$ cat src/rtl/tetris_pkg.sv
// Shared definitions for the Tetris PS/2 front end: scancodes and receive-FSM encoding.
package tetris_pkg;

  localparam logic [7:0] ScExt   = 8'hE0;
  localparam logic [7:0] ScBrk   = 8'hF0;
  localparam logic [7:0] ScLeft  = 8'h6B;
  localparam logic [7:0] ScRight = 8'h74;
  localparam logic [7:0] ScUp    = 8'h75;
  localparam logic [7:0] ScDown  = 8'h72;
  localparam logic [7:0] ScSpace = 8'h29;

  typedef enum logic [1:0] {
    StIdle,
    StData,
    StParity,
    StStop
  } rx_state_e;

  // PS/2 uses odd parity across the 8 data bits plus the parity bit.
  function automatic logic odd_parity_ok(logic [7:0] data, logic par);
    return ^{data, par};
  endfunction

endpackage

$ cat src/rtl/ps2_line_filter.sv
// Two-flop synchronizer followed by a glitch filter that only accepts a new level after
// FilterLen consecutive identical samples. Both stages reset to the idle-high level.
module ps2_line_filter #(
  parameter int unsigned FilterLen = 8
) (
  input  logic clk_i,
  input  logic rst_ni,
  input  logic line_i,
  output logic line_o
);

  localparam int unsigned CntW = (FilterLen > 1) ? $clog2(FilterLen) : 1;

  logic            sync1_q, sync2_q, filt_q;
  logic [CntW-1:0] cnt_q;

  always_ff @(posedge clk_i or negedge rst_ni) begin
    if (!rst_ni) begin
      sync1_q <= 1'b1;
      sync2_q <= 1'b1;
      filt_q  <= 1'b1;
      cnt_q   <= '0;
    end else begin
      sync1_q <= line_i;
      sync2_q <= sync1_q;
      if (sync2_q == filt_q) begin
        cnt_q <= '0;
      end else if (cnt_q == CntW'(FilterLen - 1)) begin
        filt_q <= sync2_q;
        cnt_q  <= '0;
      end else begin
        cnt_q <= cnt_q + 1'b1;
      end
    end
  end

  assign line_o = filt_q;

endmodule

$ cat src/rtl/ps2_move_decoder.sv
// PS/2 keyboard receiver that turns arrow and space make codes into one-cycle Tetris
// move pulses; also exposes the raw received byte and framing errors.
module ps2_move_decoder
  import tetris_pkg::*;
#(
  parameter int unsigned FILTER_LEN     = 8,
  parameter int unsigned TIMEOUT_CYCLES = 50000
) (
  input  logic       CLOCK_50,
  input  logic       resetn,
  input  logic       PS2_CLK,
  input  logic       PS2_DAT,
  output logic       mv_left,
  output logic       mv_right,
  output logic       mv_rot,
  output logic       mv_soft,
  output logic       mv_hard,
  output logic [7:0] rx_byte,
  output logic       rx_valid,
  output logic       frame_err
);

  localparam int unsigned ToW = $clog2(TIMEOUT_CYCLES + 1);

  logic clk_f, dat_f, clk_prev_q, fall;

  ps2_line_filter #(.FilterLen(FILTER_LEN)) u_clk_filter (
    .clk_i  (CLOCK_50),
    .rst_ni (resetn),
    .line_i (PS2_CLK),
    .line_o (clk_f)
  );

  ps2_line_filter #(.FilterLen(1)) u_dat_filter (
    .clk_i  (CLOCK_50),
    .rst_ni (resetn),
    .line_i (PS2_DAT),
    .line_o (dat_f)
  );

  assign fall = clk_prev_q & ~clk_f;

  rx_state_e      state_q;
  logic [2:0]     bit_cnt_q;
  logic [7:0]     shift_q, rx_byte_q;
  logic           parity_q, rx_valid_q, frame_err_q;
  logic [ToW-1:0] idle_cnt_q;

  always_ff @(posedge CLOCK_50 or negedge resetn) begin
    if (!resetn) begin
      clk_prev_q  <= 1'b1;
      state_q     <= StIdle;
      bit_cnt_q   <= '0;
      shift_q     <= '0;
      parity_q    <= 1'b0;
      idle_cnt_q  <= '0;
      rx_byte_q   <= '0;
      rx_valid_q  <= 1'b0;
      frame_err_q <= 1'b0;
    end else begin
      clk_prev_q  <= clk_f;
      rx_valid_q  <= 1'b0;
      frame_err_q <= 1'b0;

      if (state_q == StIdle || fall) begin
        idle_cnt_q <= '0;
      end else begin
        idle_cnt_q <= idle_cnt_q + 1'b1;
      end

      if (state_q != StIdle && !fall && idle_cnt_q == ToW'(TIMEOUT_CYCLES - 1)) begin
        state_q     <= StIdle;
        frame_err_q <= 1'b1;
      end else if (fall) begin
        unique case (state_q)
          StIdle: begin
            if (!dat_f) begin
              state_q   <= StData;
              bit_cnt_q <= '0;
            end else begin
              frame_err_q <= 1'b1;
            end
          end
          StData: begin
            shift_q   <= {dat_f, shift_q[7:1]};
            bit_cnt_q <= bit_cnt_q + 1'b1;
            if (bit_cnt_q == 3'd7) state_q <= StParity;
          end
          StParity: begin
            parity_q <= dat_f;
            state_q  <= StStop;
          end
          StStop: begin
            state_q <= StIdle;
            if (dat_f && odd_parity_ok(shift_q, parity_q)) begin
              rx_byte_q  <= shift_q;
              rx_valid_q <= 1'b1;
            end else begin
              frame_err_q <= 1'b1;
            end
          end
          default: state_q <= StIdle;
        endcase
      end
    end
  end

  logic ext_q, brk_q;
  logic mv_left_q, mv_right_q, mv_rot_q, mv_soft_q, mv_hard_q;

  // Prefix bytes only arm flags; the terminal code consumes and clears them.
  always_ff @(posedge CLOCK_50 or negedge resetn) begin
    if (!resetn) begin
      ext_q      <= 1'b0;
      brk_q      <= 1'b0;
      mv_left_q  <= 1'b0;
      mv_right_q <= 1'b0;
      mv_rot_q   <= 1'b0;
      mv_soft_q  <= 1'b0;
      mv_hard_q  <= 1'b0;
    end else begin
      mv_left_q  <= 1'b0;
      mv_right_q <= 1'b0;
      mv_rot_q   <= 1'b0;
      mv_soft_q  <= 1'b0;
      mv_hard_q  <= 1'b0;
      if (frame_err_q) begin
        ext_q <= 1'b0;
        brk_q <= 1'b0;
      end else if (rx_valid_q) begin
        if (rx_byte_q == ScExt) begin
          ext_q <= 1'b1;
        end else if (rx_byte_q == ScBrk) begin
          brk_q <= 1'b1;
        end else begin
          ext_q <= 1'b0;
          brk_q <= 1'b0;
          if (!brk_q) begin
            mv_left_q  <= ext_q && (rx_byte_q == ScLeft);
            mv_right_q <= ext_q && (rx_byte_q == ScRight);
            mv_rot_q   <= ext_q && (rx_byte_q == ScUp);
            mv_soft_q  <= ext_q && (rx_byte_q == ScDown);
            mv_hard_q  <= !ext_q && (rx_byte_q == ScSpace);
          end
        end
      end
    end
  end

  assign mv_left   = mv_left_q;
  assign mv_right  = mv_right_q;
  assign mv_rot    = mv_rot_q;
  assign mv_soft   = mv_soft_q;
  assign mv_hard   = mv_hard_q;
  assign rx_byte   = rx_byte_q;
  assign rx_valid  = rx_valid_q;
  assign frame_err = frame_err_q;

endmodule

$ cat config.mk
export PLATFORM = sky130hd
export DESIGN_NAME = ps2_move_decoder
export DESIGN_NICKNAME = d
export VERILOG_FILES = /design/src/rtl/tetris_pkg.sv /design/src/rtl/ps2_line_filter.sv /design/src/rtl/ps2_move_decoder.sv
export SDC_FILE = /design/constraint.sdc
export NUM_CORES = 1
export LEC_CHECK = 0
export CORE_MARGIN = 2
export CORE_UTILIZATION = 58
export DETAILED_ROUTE_END_ITERATION = 6
export GPL_ROUTABILITY_DRIVEN = 0
export HOLD_SLACK_MARGIN = 0.02
export PLACE_DENSITY = 0.77
export REMOVE_ABC_BUFFERS = 1
export SLEW_MARGIN = 20
export SYNTH_ARGS = -nofsm -noshare
export SYNTH_HDL_FRONTEND = slang
export SYNTH_SLANG_ARGS = --single-unit
$ cat constraint.sdc
create_clock -name CLOCK_50 -period 2.6 [get_ports CLOCK_50]
set_clock_uncertainty 0.15 [all_clocks]
set_input_delay 0.78 -clock CLOCK_50 [delete_from_list [all_inputs] [get_ports CLOCK_50]]
set_output_delay 0.78 -clock CLOCK_50 [all_outputs]
set_load 0.02 [all_outputs]
After elaboration in Yosys (flattened, before gate mapping)
Cells that the tools add are included.
- flip-flop bits (word level): 58
- input port bits: 4
- logic and storage cells: 134
- $add $sub $neg: 4
- equality and inequality tests: 20
- muxes and demuxes: 54
- bitwise operators: 6
- reductions and logical operators: 26
- operator list (kind ; number):
    $mux 1 ; 43
    $eq 8x7->1 const B ; 4
    $add 16x1->16 const B ; 1
    $eq 16x16->1 const B ; 1
    $eq 8x8->1 const B ; 2
    $mux 16 ; 1
    $mux 3 ; 3
    $ne 3x3->1 const B ; 3
    $reduce_and 3->1 ; 3
    $reduce_xor 9->1 ; 1
    $eq 8x6->1 const B ; 1
    $logic_and 1x1->1 ; 8
    $mux 2 ; 4
    $pmux 2 s4 ; 1
    $reduce_and 2->1 ; 4
    $reduce_and 4->1 ; 2
    $reduce_bool 2->1 ; 4
    $add 3x1->3 const B ; 2
    $eq 3x3->1 const B ; 2
    $pmux 3 s2 ; 1
    $not 1->1 ; 5
    $eq 2x2->1 const B ; 2
    $ne 2x2->1 const B ; 2
    $eq 1x1->1 ; 2
    other kinds (7) ; 8

Longest topological paths before layout
Gate-level depths: netlist of the first run.
- depth after elaboration: 7
- mapped depth: 7
- depth with buffers taken out: 6

Hierarchy
Synthesis of the first run repeated with hierarchy kept, for this count alone.
- cells, all modules: 229
- area total of the unflattened synthesis: 2640.0 sq um
- by module, submodules not included (module ; times used ; cells an instance ; area an instance (sq um) ; seq. area each (sq um)):
    ps2_move_decoder ; 1 ; 212 ; 2333.5 ; 1202.4
    ps2_line_filter at u_clk_filter ; 1 ; 13 ; 224.0 ; 153.9
    ps2_line_filter at u_dat_filter ; 1 ; 4 ; 82.6 ; 78.8

Worst setup path before layout of the first run
Ideal clock, no wire load.
- path kind: flip-flop to flip-flop
- start: register shift_q[1]
- end: register rx_byte_q[0] (netlist: rx_byte[0])
- arrival time: 1.683 ns
- data required time: 2.325 ns
- slack: 0.642 ns
- cell stages (with the launch flop): 5
- path buffers: 0
- period minus slack after synthesis: 1.958 ns
- path through: dfrtp_1 > xor2_1 > xnor3_2 > mux2i_4 > mux2_2
- longest elaborated chain between the ends: 3
- ends and longest elaborated chain (item ; RTL line ; RTL):
    start: declaration ; ps2_move_decoder.sv:45 ; logic [7:0] shift_q, rx_byte_q;
    start signal: assignment ; ps2_move_decoder.sv:85 ; shift_q <= {dat_f, shift_q[7:1]};
    $reduce_xor 9->1 ; tetris_pkg.sv:21 ; return ^{data, par};
    $logic_and 1x1->1 ; ps2_move_decoder.sv:95 ; if (dat_f && odd_parity_ok(shift_q, parity_q)) begin
    $reduce_and 4->1 (no source line) ; n/a ;
    end signal: assignment ; ps2_move_decoder.sv:96 ; rx_byte_q <= shift_q;
    end: declaration ; ps2_move_decoder.sv:45 ;
Every way passes these cells.
A chain may end at the register's enable or synchronous reset.

Worst setup path in the final report of the first run
- start: register rx_byte_q[0] (netlist: rx_byte[0])
- end: output port rx_byte[0]
- RTL lines (item ; RTL line ; RTL):
    end: declaration ; ps2_move_decoder.sv:18 ; output logic [7:0] rx_byte,
No word-level cell between the ends.

==> results.cfg, run 1 <==
[run_status]
status = completed

[clock_tree]
cts_inserted_buffers = 9
cts_num_sinks = 57
clock_path_buffers = 2
cts_setup_buffers = 0
cts_hold_buf = 0
cts_tree = built
clkLatencyLatePin_ns = 0.34
root_buffer = clkbuf_8
h-tree-depth = 3
cts_resized = 0
clk_pin_slew_ns = 0.07

[critical_path]
cp_cell_sequence = clkdlybuf4s50_1
r2r_slack_ns = 0.54
required_ns = 1.67
cp_max_fo = 7
crit_arrival_ns = 1.43
cp_num_cells = 1
reg2reg_depth = 4
worstSetupEndpointType = output port
max_stage_delay_ns = 0.65
cp-start-kind = flip-flop
r2r-start = shift_q[1]
crit_slowest_cell = clkdlybuf4s50_1
crit_type = flip-flop to output port
path_delay_family = buffers and inverters
timing.rr.end = rx_byte[2]
cp.buffers_inverters = 1

[global_route]
grt_pass1_wl_mm = 7.51
antenna_found_initial = 0
grt_max_degree = 26
grt_usage_pct = 19.6
grt_pass1_vias = 1625
grt_overflow = 0

[synth]
synth-seq-area-share_pct = 54.7
synth.top_cell.area_share_pct = 47.7
avgSynthCellArea_um2 = 11.5
yosys.area_share.xor_xnor_pct = 7.20
synth_compound_area_share_pct = 6.01
ys_warn_count = 0
synth.area.mux_share_pct = 7.73
synthCells = 228
synth-simple-area-share_pct = 17.1
synth_area_leader_cell = dfrtp_1
synthTopCellsByCount = 50 x dfrtp_1, 19 x nor2_1, 16 x mux2_2, 16 x nand2_1, 13 x xnor2_1
synth-seq-cells = 57
synth_cell_type_count = 38
synthFlopType = dfrtp_1
synth_top_family_by_area = simple AND/OR/NAND/NOR gates
synth.most_common_cell = dfrtp_1
synth_edf_count = 0
synth_fa_ha_area_share_pct = 4.77
synth-async-reset-ratio_pct = 100
yosys-top-cells-area = dfrtp_1 48%, dfstp_2 7.0%, mux2_2 6.9%
synth_area_mm2 = 0.00262

[pwr]
powerDensity_mw_per_mm2 = 863
p_leak_nw = 1.40
ir_worst_vdd_uv = 722
total_power_mw = 2.65

[die]
die_x_um = 71.2
dieArea_mm2 = 0.00508
die_h_um = 71.2
rows = 24
top_level_ports = 19
start_util_pct = 60.2
core_mm2 = 0.00435

[drt]
drc = 0
final_antenna_net_count = 0
dr.pass1.iters = 4
vias_per_cell = 5.54
finalWirelength_mm = 4.32
dr_total_vias = 1723
first_iter_violations = 102
wire_per_inst_um = 13.9

[placed_design]
dp_cells = 295
place_area_mm2 = 0.00288
port_buffers = 18
hpwl_mm = 2.97
dpl_worst_slack_ns = 0.533

[finish]
fin_area_mm2 = 0.00307
syn2layout_area_growth_pct = 17.1
nets = 268
drive_above_1_share_pct = 18.1
diodes = 0
fin_cells = 311
fill_cells = 320

[worst_hold_path]
min_path_type = flip-flop to flip-flop
worst_hold_path.endpoint = u_dat_filter.sync2_q
min_from = u_dat_filter.sync1_q
hold_depth = 0

[sta]
slew_violations = 0
worst_slack_ns = 0.236
rsz0062_at_grt = false
setup_viol = 0
period_needed_ns = 2.36
max_freq_ghz = 0.423
hold_violations = 0
worstMarginPinSlew_ns = 0.607
period_share_pct = 90.9
timing.setup.tns_ns = 0
relSlewSlack_pct = 59.5

[flow_run]
maxCapViolations = 0
==> power breakdown <==
group | switching (mW) | total [mW] | internal (mW) | leakage [nW]
registers | 0.122 | 1.16 | 1.04 | 0.749
logic | 0.362 | 0.672 | 0.311 | 0.557
clock network | 0.357 | 0.822 | 0.465 | 0.0953
==> cell usage in the layout (no fill, tap or decap), types with 2 or more instances in the layout <==
cell             Yosys  routed
inv_1               11      11
o32ai_1              2       2
o221ai_1             2       2
nor3b_1              2       2
and2_1               4       4
clkbuf_8             0      10
nand4_1              5       5
a22o_1               2       2
a21oi_1              7       7
nand2b_1             3       3
ha_1                10      10
mux2_2              16      16
dfrtp_1             50      50
clkinvlp_4           0       2
a211oi_1             2       2
clkinv_2             0       2
xnor2_1             13      13
xor2_1               3       3
nor2b_1              5       5
nor3_1               6       6
o21ai_0              6       6
nand2_1             16      16
buf_4                0       2
nor4_1               6       6
nand3_1              9       9
nor2_1              19      19
clkdlybuf4s50_1      0      17
dfstp_2              7       7
or3_1                3       3
==> metrics by stage <==
stage / hold slack, ns / utilization [%]
floorplan: 0.195 / -
global placement: 0.196 / 66.0
detailed placement: 0.197 / 66.0
CTS: 0.207 / 70.5
global route: 0.209 / 70.5
finish: 0.206 / 70.5
==> registers in the layout (all words and copies together) (netlist names), 2 cells and up <==
name / count
bit_cnt_q: 3
shift_q: 8
state_q: 2
rx_byte: 8
u_clk_filter.cnt_q: 3
idle_cnt_q: 16
==> worst max-delay path by stage <==
stage                from    endpoint  slack, ns
6_report       rx_byte[0]  rx_byte[0]       0.24
5_1_grt        rx_byte[0]  rx_byte[0]       0.17
4_1_cts        rx_byte[0]  rx_byte[0]       0.22
3_5_place_dp   shift_q[1]  rx_byte[2]       0.53
3_3_place_gp   shift_q[1]  rx_byte[0]       0.55
2_1_floorplan  shift_q[1]  rx_byte[0]       0.64
==> routing by layer <==
metal  part of all wire (%)  track usage [%]  vias up
li1                       -                -      851
met1                     47             26.0      825
met2                     47             29.5       35
met3                    4.3             6.89       12
met4                    2.0             8.81        0
met5                      0                0        -
==> area by class of cell <==
type,count,area (um2),share of cell area [%]
Sequential cell,57,1440,46.7
Multi-Input combinational cell,154,1120,36.6
Timing Repair Buffer,21,210,6.84
Clock buffer,11,141,4.60
Tap cell,52,65.1,2.12
Clock inverter,5,55.1,1.79
Inverter,11,41.3,1.34
==> logic make-up (layout without fill, tap and decap cells) <==
logic type / Yosys count / count (layout)
adder cells (fa/ha/maj): 10 / 10
flip-flops: 57 / 57
multiplexers: 17 / 17
XOR/XNOR: 18 / 18
AO/OA/AOI/OAI: 24 / 24
AND/OR/NAND/NOR: 85 / 85
buffers and inverters: 17 / 48
Power figures use the tool's default switching activity.
==> inputs of run 2 (changes only) <==
--- a/config.mk
+++ b/config.mk
@@ -14,2 +14,3 @@
 export REMOVE_ABC_BUFFERS = 1
+export SKIP_LAST_GASP = 1
 export SLEW_MARGIN = 20
==> constraint.sdc (replaced) <==
create_clock -name CLOCK_50 -period 2.3 [get_ports CLOCK_50]
set_clock_uncertainty 0.15 [all_clocks]
set_input_delay 0.69 -clock CLOCK_50 [delete_from_list [all_inputs] [get_ports CLOCK_50]]
set_output_delay 0.69 -clock CLOCK_50 [all_outputs]
set_load 0.01 [all_outputs]
==> results.cfg, run 2 (synthesis results as in run 1) <==
[run_status]
status = completed

[sta]
worstMarginPinSlew_ns = 0.421
period_needed_ns = 2.21
setup_viol = 0
relSlewSlack_pct = 71.9
period_share_pct = 96.0
timing.setup.tns_ns = 0
hold_violations = 0
rsz0062_at_grt = false
max_freq_ghz = 0.453
slew_violations = 0

[finish]
diodes = 0
largest_reg_flops = 16
syn2layout_area_growth_pct = 16.5
drive_above_1_share_pct = 18.4
mostFrequentLayoutCell = dfrtp_1
final_cell_mix = 50 x dfrtp_1, 19 x nor2_1, 17 x clkdlybuf4s50_1, 16 x nand2_1, 16 x mux2_2
regMostFlops = idle_cnt_q
nets = 270

[clock_tree]
cts_inserted_buffers = 9
root_buffer = clkbuf_8
cts_tree = built
cts_setup_buffers = 0
cts_num_sinks = 57
cts_resized = 0
clock_path_buffers = 2
cts_hold_buf = 0
h-tree-depth = 3
clk_pin_slew_ns = 0.06
clkLatencyLatePin_ns = 0.33

[drt]
final_antenna_net_count = 0
wire_per_inst_um = 14.4
dr_total_vias = 1754
dr.pass1.iters = 4
drc = 0
vias_per_cell = 5.60
finalWirelength_mm = 4.51
first_iter_violations = 90

[critical_path]
timing.rr.end = rx_byte[0]
cp_num_cells = 1
r2r_slack_ns = 0.20
required_ns = 1.46
reg2reg_depth = 4
crit_slowest_cell = clkdlybuf4s50_1
worstSetupEndpointType = output port
crit_type = flip-flop to output port
crit_arrival_ns = 1.37
cp.buffers_inverters = 1
endpoint = rx_byte[1]
max_stage_delay_ns = 0.58
r2r-start = shift_q[1]
critPathLaunch = rx_byte[1]
cp_cell_sequence = clkdlybuf4s50_1
path_delay_family = buffers and inverters
cp-start-kind = flip-flop
cp_max_fo = 7

[global_route]
grt_pass1_wl_mm = 8.16
grt_pass1_vias = 1788
grt_max_degree = 58
antenna_found_initial = 0
grt_usage_pct = 20.8
grt_overflow = 0

[die]
start_util_pct = 60.2
core_mm2 = 0.00435
dieArea_mm2 = 0.00508
die_x_um = 71.2
die_h_um = 71.2
top_level_ports = 19
rows = 24

[flow_run]
maxCapViolations = 0

[worst_hold_path]
min_path_type = input pin to asynchronous set/reset pin

[pwr]
p_leak_nw = 1.41
ir_worst_vdd_uv = 654
total_power_mw = 2.86
powerDensity_mw_per_mm2 = 937

[placed_design]
hpwl_mm = 3.09
port_buffers = 18
-- run 2: cell count changes in the layout (fill, tap and decap cells not counted), sizes merged --
cell	previous run	this run
buf	4	6
bufinv	1	0
clkbuf	11	12
clkinv	2	4
clkinvlp	2	0
-- run 2: worst min-delay path by stage --
stage                          from                    to  slack (ns)  cells past startpoint
4_1_cts                      resetn               mv_left        0.21                      2
5_1_grt        u_dat_filter.sync1_q  u_dat_filter.sync2_q        0.21                      0
2_1_floorplan  u_clk_filter.sync1_q  u_clk_filter.sync2_q        0.20                      0
3_5_place_dp   u_dat_filter.sync1_q  u_dat_filter.sync2_q        0.20                      0
6_report                     resetn               mv_left        0.20                      2
3_3_place_gp   u_dat_filter.sync2_q   u_dat_filter.line_o        0.20                      0
-- run 2: area by class of cell --
cell class	count	area, um2
clock buffer	12	145
clock inverter	4	20.0
fill	325	1300
inverter	11	41.3
multi-input combinational	154	1120
sequential	57	1440
tap	52	65.1
timing repair buffer	23	225
-- run 2: routing by layer --
layer	vias to the layer above	track usage (%)	part of all wire, %
met5	-	0	0
met4	0	10.1	2.3
met3	11	5.06	2.9
met2	32	33.0	50
met1	852	27.1	45
li1	859	-	-
-- run 2: stage by stage --
stage               worst slack [ns]  instances  util [%]  hold slack, ns  area, um2
floorplan                      0.342        222         -           0.195       2600
global placement               0.247        297      66.4           0.196       2890
detailed placement             0.207        297      66.4           0.197       2890
CTS                           0.0752        313      70.2           0.206       3060
global route                  0.0367        313      70.2           0.208       3060
finish                        0.0931        313      70.2           0.200       3060
-- run 2: power breakdown --
part,switching [mW],internal [mW],total [mW]
registers,0.131,1.17,1.30
logic,0.403,0.367,0.770
clock network,0.377,0.413,0.790
